**config.mk**
```make
export PLATFORM = sky130hd
export DESIGN_NAME = busy_scoreboard
export DESIGN_NICKNAME = d
export VERILOG_FILES = /design/src/rtl/busy_scoreboard_pkg.sv /design/src/rtl/busy_scoreboard_decoder_n.sv /design/src/rtl/busy_scoreboard.sv
export SDC_FILE = /design/constraint.sdc
export NUM_CORES = 1
export LEC_CHECK = 0
export ABC_AREA = 0
export BUFFER_PORTS_ARGS = -buffer_cell sky130_fd_sc_hd__buf_4
export CAP_MARGIN = 5
export CORE_ASPECT_RATIO = 0.75
export CORE_MARGIN = 2
export CORE_UTILIZATION = 46
export DETAILED_ROUTE_END_ITERATION = 8
export PLACE_DENSITY_LB_ADDON = 0.08
export SLEW_MARGIN = 30
export SYNTH_ARGS = -nofsm -noshare
export SYNTH_HDL_FRONTEND = slang
export SYNTH_HIERARCHICAL = 1
export SYNTH_SLANG_ARGS = --single-unit
export TNS_END_PERCENT = 100
```
**constraint.sdc**
```tcl
create_clock -name clk_i -period 3.45 [get_ports clk_i]
set_input_delay 0.1725 -clock clk_i [delete_from_list [all_inputs] [get_ports clk_i]]
set_output_delay 0.1725 -clock clk_i [all_outputs]
set_load 0.005 [all_outputs]
```
**src/rtl/busy_scoreboard_pkg.sv**
```systemverilog
// Shared sizing for the register busy scoreboard: default select width and
// the derived register count / pending-counter width.
package busy_scoreboard_pkg;

    localparam int unsigned SEL_W_DEF = 3;

    function automatic int unsigned nreg_f(input int unsigned sel_w);
        return 32'd1 << sel_w;
    endfunction

    // Counter must hold 0..NREG inclusive, hence one bit wider than the select.
    function automatic int unsigned cnt_w_f(input int unsigned sel_w);
        return sel_w + 32'd1;
    endfunction

endpackage

```
**src/rtl/busy_scoreboard_decoder_n.sv**
```systemverilog
// SEL_W-to-2^SEL_W one-hot decoder with enable; all-zero output when disabled.
module decoder_n
    import busy_scoreboard_pkg::*;
#(
    parameter int unsigned SEL_W = SEL_W_DEF
) (
    input  logic                  en_i,
    input  logic [SEL_W-1:0]      sel_i,
    output logic [2**SEL_W-1:0]   onehot_o
);

    always_comb begin
        onehot_o = '0;
        if (en_i) begin
            onehot_o[sel_i] = 1'b1;
        end
    end

endmodule

```
**src/rtl/busy_scoreboard.sv**
```systemverilog
// Register busy scoreboard: tracks outstanding writes per architectural register
// and holds the decode stage on RAW/WAW hazards against the registered busy mask.
module busy_scoreboard
    import busy_scoreboard_pkg::*;
#(
    parameter int unsigned SEL_W   = SEL_W_DEF,
    parameter bit          ZERO_RO = 1'b0
) (
    input  logic                  clk_i,
    input  logic                  rst_i,
    input  logic                  flush_i,
    input  logic                  iss_vld_i,
    input  logic [SEL_W-1:0]      iss_dst_i,
    input  logic                  src1_vld_i,
    input  logic [SEL_W-1:0]      src1_i,
    input  logic                  src2_vld_i,
    input  logic [SEL_W-1:0]      src2_i,
    input  logic                  wb_vld_i,
    input  logic [SEL_W-1:0]      wb_dst_i,
    output logic                  stall_o,
    output logic                  iss_ack_o,
    output logic [2**SEL_W-1:0]   busy_o,
    output logic [SEL_W:0]        pend_cnt_o,
    output logic                  err_o
);

    localparam int unsigned NREG  = nreg_f(SEL_W);
    localparam int unsigned CNT_W = cnt_w_f(SEL_W);

    localparam logic [CNT_W-1:0] CNT_MAX = CNT_W'(NREG);
    localparam logic [NREG-1:0]  RO_MASK = ZERO_RO ? ~{{(NREG-1){1'b0}}, 1'b1}
                                                   : {NREG{1'b1}};

    logic [NREG-1:0]  busy_q, busy_d;
    logic [CNT_W-1:0] cnt_q, cnt_d;
    logic             err_q, err_d;

    logic [NREG-1:0]  busy_eff;
    logic [NREG-1:0]  iss_onehot;
    logic [NREG-1:0]  iss_mask;
    logic [NREG-1:0]  wb_mask;
    logic             src1_haz, src2_haz, dst_haz;
    logic             stall, iss_ack;
    logic             iss_set, wb_hit, wb_bad, wb_is_r0;

    // Register 0 reads as never busy when it is hard-wired read-only.
    assign busy_eff = busy_q & RO_MASK;

    assign src1_haz = src1_vld_i & busy_eff[src1_i];
    assign src2_haz = src2_vld_i & busy_eff[src2_i];
    assign dst_haz  = iss_vld_i  & busy_eff[iss_dst_i];
    assign stall    = src1_haz | src2_haz | dst_haz;
    assign iss_ack  = iss_vld_i & ~stall;

    decoder_n #(
        .SEL_W    (SEL_W)
    ) u_iss_dec (
        .en_i     (iss_ack),
        .sel_i    (iss_dst_i),
        .onehot_o (iss_onehot)
    );

    decoder_n #(
        .SEL_W    (SEL_W)
    ) u_wb_dec (
        .en_i     (wb_vld_i),
        .sel_i    (wb_dst_i),
        .onehot_o (wb_mask)
    );

    assign iss_mask = iss_onehot & RO_MASK;
    assign iss_set  = |iss_mask;
    assign wb_hit   = |(wb_mask & busy_eff);
    assign wb_is_r0 = ZERO_RO && (wb_dst_i == '0);
    assign wb_bad   = wb_vld_i & ~busy_eff[wb_dst_i] & ~wb_is_r0;

    always_comb begin
        busy_d = ((busy_eff & ~wb_mask) | iss_mask) & RO_MASK;
        cnt_d  = cnt_q;
        err_d  = err_q | wb_bad;

        // Issue and a freeing writeback in the same cycle leave the count unchanged.
        if (iss_set && !wb_hit && (cnt_q != CNT_MAX)) begin
            cnt_d = cnt_q + CNT_W'(1);
        end else if (!iss_set && wb_hit && (cnt_q != '0)) begin
            cnt_d = cnt_q - CNT_W'(1);
        end

        if (flush_i) begin
            busy_d = '0;
            cnt_d  = '0;
            err_d  = err_q;
        end
    end

    always_ff @(posedge clk_i) begin
        if (rst_i) begin
            busy_q <= '0;
            cnt_q  <= '0;
            err_q  <= 1'b0;
        end else begin
            busy_q <= busy_d;
            cnt_q  <= cnt_d;
            err_q  <= err_d;
        end
    end

    assign stall_o    = stall;
    assign iss_ack_o  = iss_ack;
    assign busy_o     = busy_eff;
    assign pend_cnt_o = cnt_q;
    assign err_o      = err_q;

endmodule

```
==> metrics.txt <==
GRT Resource Usage Total 0.254; Mapped Area around 0.0012 sq mm; Horiz. Die Dim 62.0 um; Total Neg Setup Slack -0.100 ns; Place WS -0.259 ns; largest net degree at the start of global routing 12; power density over cell area about 250 mW/mm^2; status complete, but fails checks; clk_skew roughly 0.0037 ns; die area 0.00295 sq mm; Post-Place Cells 198; CP Class reg2reg; synth unique cells 40; final WL between 3000 and 4000 um; row cnt 15; ANT cells 0; worst hold path class in2reg; RSZ-0062 raised after global routing true; FILL cells roughly 170; Slew headroom 0.667; first-pass GRT wire length 5190 um; Mapped Avg Cell Area 10.4 sq um; Post-Syn Nets 134; Final #Nets 200; CP Data Required Time 3.69 ns; commonest cells after routing, fill and taps aside buf_4, inv_1, nor2_1, dfxtp_1, a21oi_1; crit-path max FO 5; residual DRC count 0; Avg Vias per Cell 5.68; Reg area 267 sq um; cts hold-fix bufs 0; CTS tree done; Tot Pwr 0.000426 W; TritonRoute pass-1 iters 4; ys async rst share 0; failing checks negative setup slack; Top Ports 34; Root Buffer clkbuf_4; initial antenna violation count 0; Non-Filler Instances 211; max incr delay on CP around 0.45 ns; critical path arrival ~3.8 ns; most common cell after layout, fill and taps aside buf_4; fin util 0.741; Critical Path, Cell by Cell mux4_2, mux2_4, a22oi_2, and2_4, nor4b_4, or4_4, a2bb2oi_2, nand2b_1, ha_1, a21o_1, a21oi_2, nand3_2, or3_1, a31oi_1; Mapped Cells 112; total congestion overflow 0; CTS Buf Count 3; f_max approximately 280 MHz; CP top delay family simple AND/OR/NAND/NOR gates; Worst VDD drop 0.000244 V; Worst Max-Slew Pin Slew 0.495 ns; Startpoint Class flip-flop; Fin. Hold Viols 0; Synth-to-Final Area Change 49.7%; core area 0.00235 sq mm; Routed Antenna Nets 0; drt initial violations 52; Post-synth EDFFs 0; CP max stage cell mux4_2; post-route clock period utilization 1.02; DP HPWL between 2000 and 3000 um; H-tree Lvls 1; share of layout cells above drive strength 1 0.593; max-slew violations 0; die height approximately 48 um; GP Congestion approximately 0.88; via count around 1,200; minimum clock period after layout 3.53 ns; Num Clock Sinks 13; sequential-to-total area share from yosys stat 0.224; Crit path buffers/inverters 0; Pleak about 0.78 nW; WL/cell 17.3 um; vias in the first global route 1,070; port bufs 33; Worst setup EP type flip-flop; FF+latch count, synth 13; total number of yosys warnings 6; setup ws final -0.0830 ns; Clock transition at path regs 0.10 ns; Max-cap violations 0; top_reg_cell synth dfxtp_1; deepest clock path buffer count 2; clk_lat worst skew approximately 0.30 ns; area of the multi-input gates 903 sq um; initial core utilization 0.495; final setup violation count 2
[power by group]
part	internal, W	switching [W]
Sequential	0.000154	0.00000666
Combinational	0.0000862	0.0000684
Clock	0.0000452	0.0000652
[layer usage]
layer / vias up / track usage / routed length, um
met4: 0 / 0.0255 / 17
met5: - / 0 / 0
li1: 573 / - / -
met3: 2 / 0.0568 / 226
met2: 37 / 0.400 / 1690
met1: 587 / 0.371 / 1710
[cell type report]
cell class                      count  area share
Multi-Input combinational cell     89       0.520
Timing Repair Buffer               61       0.266
Sequential cell                    13       0.153
Tap cell                           34      0.0245
Inverter                           10      0.0216
Clock buffer                        4      0.0151
[worst reg2reg max path: stages, from the launching register on]
cell       delay (ns)
dfxtp_4          0.38
mux4_2           0.45
mux2_4           0.27
a22oi_2          0.25
and2_4           0.22
nor4b_4          0.21
or4_4            0.19
a2bb2oi_2        0.15
nand2b_1         0.13
ha_1             0.31
a21o_1           0.18
a21oi_2          0.21
nand3_2          0.09
or3_1            0.31
a31oi_1          0.13
[flip-flops by register name, summed over array words and instances, names as in the netlist]
name	cells
pend_cnt_o	4
err_o	1
busy_o	8
[timing repair]
action	CTS	global route
setup endpoints to repair	1	2
gates resized for setup	8	4
setup buffers	5	3
gates cloned	1	0
pin swaps	7	8
[path summary, 6_finish.rpt]
| path | start | end | slack (ns) | cells past startpoint |
|---|---|---|---|---|
| setup / recovery | busy_o[3] | pend_cnt_o[3] | -0.08 | 14 |
| hold / removal | rst_i | err_o | 0.06 | 2 |
| setup reg to reg | busy_o[3] | pend_cnt_o[3] | -0.08 | 14 |
| hold reg to reg | err_o | err_o | 0.47 | 2 |
[cells in the mapped netlist (2+ instances only)]
cell type,n,share of area
dfxtp_1,13,0.22
nor2_1,11,0.036
a21oi_1,10,0.043
inv_1,10,0.032
mux4_2,8,0.16
a22oi_2,4,0.043
and4b_2,4,0.039
and4bb_1,4,0.043
mux2_2,3,0.029
mux2i_1,3,0.026
nand2_1,3,0.0097
and4_2,2,0.017
and4b_1,2,0.017
and4bb_2,2,0.022
ha_1,2,0.022
nand3_1,2,0.0086
nor3_1,2,0.0086
nor4b_2,2,0.026
or4_4,2,0.019
xnor2_1,2,0.015
xor2_1,2,0.015
[through the flow]
stage	hold WS, ns	area [sq um]
floorplan	0.273	1170
global placement	0.376	1600
finish	0.0560	1740
global route	0.0777	1740
detailed placement	0.379	1600
CTS	0.0638	1700
[cell families (layout without fill, tap and decap cells)]
| family | count (synthesis) | after routing | synth area share |
|---|---|---|---|
| AND/OR/NAND/NOR | 47 | 48 | 0.336 |
| AO/OA/AOI/OAI | 20 | 20 | 0.125 |
| multiplexers | 14 | 14 | 0.210 |
| flip-flops | 13 | 13 | 0.224 |
| buffers and inverters | 11 | 75 | 0.0356 |
| XOR/XNOR | 4 | 4 | 0.0302 |
| adder cells (fa/ha/maj) | 3 | 3 | 0.0388 |
(Power assumes the default switching activity.)
